$ cat config.mk
export PLATFORM = sky130hd
export DESIGN_NAME = rename_queue_flat
export DESIGN_NICKNAME = d
export VERILOG_FILES = /design/src/rtl/rename_queue_pkg.sv /design/src/rtl/rename_queue_if.sv /design/src/rtl/rename_queue_bundle_fifo_ctrl.sv /design/src/rtl/rename_queue.sv /design/src/flat_wrapper.sv
export SDC_FILE = /design/constraint.sdc
export NUM_CORES = 1
export LEC_CHECK = 0
export CORE_ASPECT_RATIO = 1.5
export CORE_UTILIZATION = 40
export CTS_CLUSTER_SIZE = 24
export DETAILED_ROUTE_END_ITERATION = 16
export GPL_TIMING_DRIVEN = 0
export PLACE_DENSITY = 0.72
export SYNTH_ARGS = -nofsm -noshare
export SYNTH_HDL_FRONTEND = slang
export SYNTH_SLANG_ARGS = --single-unit
$ cat constraint.sdc
create_clock -name clock -period 26.6 [get_ports clock]
set_input_delay 7.98 -clock clock [delete_from_list [all_inputs] [get_ports clock]]
set_output_delay 7.98 -clock clock [all_outputs]
set_load 0.05 [all_outputs]
$ cat src/rtl/rename_queue_pkg.sv
`default_nettype none
// ============================================================================
// Module : rename_queue_pkg
// Brief  : Shared micro-op types and rename-queue tuning constants.
// Rev    : 1.0
// ============================================================================
package rename_queue_pkg;

    localparam int RENAME_WIDTH       = 4;
    localparam int BR_X               = 4;
    localparam int RENAME_QUEUE_DEPTH = 8;

    typedef struct packed {
        logic            valid;
        logic [31:0]     pc;
        logic [6:0]      opcode;
        logic [4:0]      rd;
        logic [4:0]      rs1;
        logic [4:0]      rs2;
        logic [BR_X-1:0] br_tag;
    } micro_op_t;

    typedef micro_op_t [RENAME_WIDTH-1:0] uop_bundle_t;

    function automatic logic bundle_any_valid(input uop_bundle_t b);
        logic any;
        any = 1'b0;
        for (int i = 0; i < RENAME_WIDTH; i++) begin
            any = any | b[i].valid;
        end
        return any;
    endfunction

endpackage
`default_nettype wire

$ cat src/rtl/rename_queue_if.sv
`default_nettype none
// ============================================================================
// Module : rename_queue_if
// Brief  : Decode-side and rename-side handshake bundle for the rename queue.
// Rev    : 1.0
// ============================================================================
interface rename_queue_if
    import rename_queue_pkg::*;
#(
    parameter int DEPTH = RENAME_QUEUE_DEPTH,
    localparam int PTR_W = $clog2(DEPTH)
);
    logic            flush;
    logic            in_valid;
    logic            in_ready;
    uop_bundle_t     uop_in;
    logic            out_valid;
    logic            out_ready;
    uop_bundle_t     uop_out;
    logic [PTR_W:0]  count;

    modport master (
        output flush, in_valid, uop_in, out_ready,
        input  in_ready, out_valid, uop_out, count
    );

    modport slave (
        input  flush, in_valid, uop_in, out_ready,
        output in_ready, out_valid, uop_out, count
    );
endinterface
`default_nettype wire

$ cat src/rtl/rename_queue_bundle_fifo_ctrl.sv
`default_nettype none
// ============================================================================
// Module : bundle_fifo_ctrl
// Brief  : Head/tail/count bookkeeping with full, empty and flush handling.
// Rev    : 1.0
// ============================================================================
module bundle_fifo_ctrl #(
    parameter int DEPTH = 8,
    localparam int PTR_W = $clog2(DEPTH)
) (
    input  wire logic             clock,
    input  wire logic             reset,
    input  wire logic             flush,
    input  wire logic             in_valid,
    input  wire logic             in_any_valid,
    input  wire logic             out_ready,
    output logic                  in_ready,
    output logic                  out_valid,
    output logic                  enq,
    output logic [PTR_W-1:0]      head,
    output logic [PTR_W-1:0]      tail,
    output logic [PTR_W:0]        count
);
    localparam logic [PTR_W:0]   C_FULL    = (PTR_W+1)'(DEPTH);
    localparam logic [PTR_W:0]   C_CNT_ONE = (PTR_W+1)'(1);
    localparam logic [PTR_W-1:0] C_PTR_ONE = PTR_W'(1);

    logic [PTR_W-1:0] r_head;
    logic [PTR_W-1:0] r_tail;
    logic [PTR_W:0]   r_count;
    logic [PTR_W-1:0] w_diff;
    logic             w_full;
    logic             w_empty;
    logic             w_enq;
    logic             w_deq;

    assign w_full    = (r_count == C_FULL);
    assign w_empty   = (r_count == '0);
    assign w_diff    = r_tail - r_head;

    // Readiness depends only on current occupancy; a same-cycle dequeue gives no credit.
    assign in_ready  = ~w_full & ~flush;
    assign out_valid = ~w_empty & ~flush;

    // All-invalid bundles complete the handshake without occupying an entry.
    assign w_enq     = in_valid & in_ready & in_any_valid;
    assign w_deq     = out_valid & out_ready;

    always_ff @(posedge clock) begin
        if (reset || flush) begin
            r_head  <= '0;
            r_tail  <= '0;
            r_count <= '0;
        end else begin
            if (w_enq) r_tail <= r_tail + C_PTR_ONE;
            if (w_deq) r_head <= r_head + C_PTR_ONE;
            case ({w_enq, w_deq})
                2'b10:   r_count <= r_count + C_CNT_ONE;
                2'b01:   r_count <= r_count - C_CNT_ONE;
                default: r_count <= r_count;
            endcase
        end
    end

    assign enq   = w_enq;
    assign head  = r_head;
    assign tail  = r_tail;
    assign count = r_count;

    a_count_bound: assert property (@(posedge clock) disable iff (reset)
        r_count <= C_FULL);

    a_count_ptrs: assert property (@(posedge clock) disable iff (reset)
        (w_full ? (r_head == r_tail) : (r_count == {1'b0, w_diff})));

    a_idle_ready: assert property (@(posedge clock)
        (!reset && !flush && !out_valid && out_ready) |=> (r_head == $past(r_head)));

endmodule
`default_nettype wire

$ cat src/rtl/rename_queue.sv
`default_nettype none
// ============================================================================
// Module : rename_queue
// Brief  : Bundle FIFO between decode and rename; holds storage and masks valids.
// Rev    : 1.0
// ============================================================================
module rename_queue
    import rename_queue_pkg::*;
#(
    parameter int DEPTH = RENAME_QUEUE_DEPTH,
    localparam int PTR_W = $clog2(DEPTH)
) (
    input  wire logic      clock,
    input  wire logic      reset,
    rename_queue_if.slave  bus
);
    uop_bundle_t      r_mem [DEPTH];
    logic [PTR_W-1:0] w_head;
    logic [PTR_W-1:0] w_tail;
    logic [PTR_W:0]   w_count;
    logic             w_enq;
    logic             w_in_ready;
    logic             w_out_valid;
    logic             w_any_valid;
    uop_bundle_t      w_head_bundle;

    assign w_any_valid = bundle_any_valid(bus.uop_in);

    bundle_fifo_ctrl #(
        .DEPTH (DEPTH)
    ) u_ctrl (
        .clock        (clock),
        .reset        (reset),
        .flush        (bus.flush),
        .in_valid     (bus.in_valid),
        .in_any_valid (w_any_valid),
        .out_ready    (bus.out_ready),
        .in_ready     (w_in_ready),
        .out_valid    (w_out_valid),
        .enq          (w_enq),
        .head         (w_head),
        .tail         (w_tail),
        .count        (w_count)
    );

    always_ff @(posedge clock) begin
        if (w_enq) begin
            r_mem[w_tail] <= bus.uop_in;
        end
    end

    // Stale storage behind an empty or flushing queue must never look like live micro-ops.
    always_comb begin
        w_head_bundle = r_mem[w_head];
        for (int i = 0; i < RENAME_WIDTH; i++) begin
            w_head_bundle[i].valid = r_mem[w_head][i].valid & w_out_valid;
        end
    end

    assign bus.in_ready  = w_in_ready;
    assign bus.out_valid = w_out_valid;
    assign bus.uop_out   = w_head_bundle;
    assign bus.count     = w_count;

endmodule
`default_nettype wire

$ cat src/flat_wrapper.sv
// flat-port wrapper written by rule: the top's interface ports become plain ports
module rename_queue_flat import rename_queue_pkg::*;
#(
    parameter int DEPTH = RENAME_QUEUE_DEPTH,
    localparam int PTR_W = $clog2(DEPTH)
)
  (clock, reset, bus_flush, bus_in_valid, bus_uop_in, bus_out_ready, bus_in_ready, bus_out_valid, bus_uop_out, bus_count);
  rename_queue_if #(.DEPTH(DEPTH)) bus_i ();
  input  wire logic clock;
  input  wire logic reset;
  input wire logic [$bits(bus_i.flush)-1:0] bus_flush;
  input wire logic [$bits(bus_i.in_valid)-1:0] bus_in_valid;
  input wire logic [$bits(bus_i.uop_in)-1:0] bus_uop_in;
  input wire logic [$bits(bus_i.out_ready)-1:0] bus_out_ready;
  output wire logic [$bits(bus_i.in_ready)-1:0] bus_in_ready;
  output wire logic [$bits(bus_i.out_valid)-1:0] bus_out_valid;
  output wire logic [$bits(bus_i.uop_out)-1:0] bus_uop_out;
  output wire logic [$bits(bus_i.count)-1:0] bus_count;
  assign bus_i.flush = bus_flush;
  assign bus_i.in_valid = bus_in_valid;
  assign bus_i.uop_in = bus_uop_in;
  assign bus_i.out_ready = bus_out_ready;
  assign bus_in_ready = bus_i.in_ready;
  assign bus_out_valid = bus_i.out_valid;
  assign bus_uop_out = bus_i.uop_out;
  assign bus_count = bus_i.count;
  rename_queue #(.DEPTH(DEPTH)) u_core (.clock(clock), .reset(reset), .bus(bus_i));
endmodule
==> impl_metrics.yaml <==
run_status:
  run_status: "finished, final reports clean"
logic_synthesis:
  synthesis.nets: 3060
  synth-seq-cells: 1901
  ys_seq_area_share_pct: 79.85
  avgSynthCellArea_um2: 25.35
  syn_inst: 2814
  synth_area_mm2: 0.07133
  yosysWarnings: 0
  yosysUniqueCellTypes: 32
timing:
  fmax_mhz: 55.81
  finalWorstSetupSlack_ps: 8683
  setup_violations: 0
  hold_viol_final: 0
  slew_headroom_pct: 5.974
  tightest_slew_ps: 1410
  period_share_pct: 67.36
  fin_crit_ps: 17920
  worst_clock_skew_ps: 22.74
  tns_ps: 0
  timing.hold.ws_ps: 535.0
  maxSlewViolCount: 0
  rsz0062_at_grt: "false"
setup_path:
  rr_startpoint: "u_core.u_ctrl.count[1]"
  crit_fanout: 7
  end_kind: "output port"
  cp_slowest_stage_delay_ps: 820
  crit_top_cell: "clkdlybuf4s50_1"
  crit_path_cell_trace: "clkdlybuf4s50_1 -> or2_2 -> nor2_1 -> clkdlybuf4s50_1"
  cp.required_ps: 18620
  worstSetupPathType: "in2out"
  crit_slowest_cell: "clkdlybuf4s50_1"
  cpLargestDelayFamily: "buffers and inverters"
  critPathLaunch: "bus_flush"
  startpoint_type: "primary input"
  arrival_ps: 9940
  cp_num_buf_inv: 2
power_and_ir_drop:
  vdd_drop_max_mv: 0.08167
  powerDensity_mw_per_mm2: 68.96
  p_leak_nw: 26.94
clock_tree:
  cts_tree: "done"
  clock-sinks: 1901
  cts_setup_buffers: 0
  clk_transition_reported_paths_ps: 60
  h-tree-depth: 4
  cts_buffers: 171
  clock_latency_ps: 820
  hold_buffers: 0
  cts-root-buf: "clkbuf_16"
  clockBufferDepth: 3
  cts-resized-gates: 0
detailed_routing:
  avgViaCountPerCell: 5.332
  drc_errors: 0
  route.vias.total: 32590
  drtIter0Drc: 2385
  firstDrtPassIters: 7
  finalWirelength_um: 161500
  post_drt_wl_per_cell_um: 26.42
  antenna_left: 0
layout:
  fill_cells: 13740
  fin_nets: 3908
  instances_no_fill: 6112
  post-route-util_pct: 49.53
  syn2layout_area_growth_pct: 22.82
  layout-drive-gt1-share_pct: 32.14
min_path:
  min_from: "u_core.u_ctrl.tail[0]"
  hold_class: "reg2reg"
grt:
  grtUsageTotal_pct: 17.93
  overflow: 0
  antenna_found_initial: 39
  grt_pass1_wl_um: 235000
  grt_pass1_vias: 34510
  grt_max_degree: 26
placement:
  io_buffers: 482
  dpl.hpwl_um: 108900
  placedCellCount: 5781
  pre_cts_ws_ps: 8685
  place_congestion: 0.7060
floorplan:
  initial_core_util_pct: 40.32
  die_h_um: 519.2
  die_w_um: 346.8
  core_mm2: 0.1769
  die-area_mm2: 0.1800
  ios: 483
  num_rows: 189
job:
  cap_violations: 0
-- stage by stage --
step / area [µm²] / total power, mW
2_1_floorplan: 71340 / 3.510
3_3_place_gp: 79030 / 3.639
3_5_place_dp: 81930 / 3.629
4_1_cts: 87570 / 6.091
5_1_grt: 87590 / 6.200
6_report: 87610 / 6.041
-- worst paths after layout --
kind,endpoint,slack [ps],cells after the start
min,u_core.u_ctrl.tail[0],530,2
min reg2reg,u_core.u_ctrl.tail[0],530,2
max reg2reg,u_core.r_mem[0][127],22210,12
max,bus_uop_out[58],8680,4
-- worst min-delay path, delay by kind of cell, from the launching register on --
| kind | cells | cell delay [ps] |
|---|---|---|
| and+or+nand+nor | 1 | 80 |
| DFF | 1 | 330 |
| AOI/OAI and AO/OA | 1 | 70 |
-- report_power, final --
| part | internal [mW] | switching, mW |
|---|---|---|
| combinational | 0.0992 | 0.145 |
| sequential | 3.31 | 0.00491 |
| clock | 1.40 | 1.08 |
-- metal layers --
metal	global-route usage [%]	up-vias	share of wire (%)
met5	0	-	0.14
met4	5.926	36	2.4
met3	5.227	258	7.9
met2	29.57	1047	50
met1	22.68	17380	40
li1	-	13870	-
-- synth_stat cells --
| library cell | number | area share, % |
|---|---|---|
| edfxtp_1 | 1888 | 79 |
| mux4_2 | 472 | 15 |
| mux2_2 | 232 | 3.7 |
| buf_2 | 54 | 0.38 |
| clkbuf_1 | 48 | 0.25 |
| buf_1 | 24 | 0.13 |
| nor2_1 | 14 | 0.074 |
| dfxtp_1 | 13 | 0.36 |
| buf_6 | 10 | 0.16 |
| nand2_1 | 6 | 0.032 |
| a21oi_1 | 5 | 0.035 |
| ha_1 | 5 | 0.088 |
| mux2i_1 | 5 | 0.070 |
| nor3b_1 | 5 | 0.053 |
| nand2b_1 | 3 | 0.026 |
| nand3_1 | 3 | 0.021 |
| nor3_1 | 3 | 0.021 |
| o21ai_0 | 3 | 0.021 |
| xor2_1 | 3 | 0.037 |
| inv_1 | 2 | 0.011 |
| nor4_1 | 2 | 0.018 |
| o41ai_1 | 2 | 0.025 |
| or2_2 | 2 | 0.018 |
| xnor2_1 | 2 | 0.025 |
| a2111oi_0 | 1 | 0.012 |
| a211oi_2 | 1 | 0.018 |
| a31o_2 | 1 | 0.012 |
| nand3b_1 | 1 | 0.011 |
| nor4b_1 | 1 | 0.012 |
| nor4bb_1 | 1 | 0.014 |
| o31ai_1 | 1 | 0.011 |
| or3_1 | 1 | 0.0088 |
-- area by class of cell --
type	count	area [µm²]	area share, %
tap	2292	2868	3.273
sequential	1901	56950	65.01
inverter	2	7.507	0.008569
antenna	15	37.54	0.04285
multi-input combinational	775	13770	15.72
clock buffer	205	4459	5.090
buffer	136	656.9	0.7498
timing repair buffer	675	7676	8.762
clock inverter	111	1176	1.343
-- sequential cells by signal (all words and copies together), names as in the netlist, named ones only --
name and count:
u_core.u_ctrl.tail 3, u_core.u_ctrl.head 3, u_core.u_ctrl.count 4, u_core.r_mem 1888
-- cells in the final DEF (no fill, tap or decap), types with 6 or more instances in the layout --
cell type	synthesis	final
buf_16	0	23
buf_6	10	121
clkbuf_16	0	173
buf_2	54	54
diode_2	0	15
dfxtp_1	13	13
edfxtp_1	1888	1888
clkinv_2	0	26
mux4_2	472	472
clkinvlp_4	0	11
buf_12	0	18
clkinv_1	0	38
buf_1	24	24
nand2_1	6	6
bufinv_16	0	20
nor2_1	14	12
clkdlybuf4s50_1	0	482
mux2_2	232	232
buf_8	0	40
clkbuf_1	48	76
inv_6	0	8
-- kinds of logic after synthesis --
kind of cell,Yosys count,share of synthesized area (%)
compound gates,14,0.1333
xor+xnor,5,0.06141
fa+ha+maj,5,0.08771
buf+inv,138,0.9262
flops,1901,79.85
mux,709,18.64
simple gates,42,0.3070
Power figures use the tool's default switching activity.
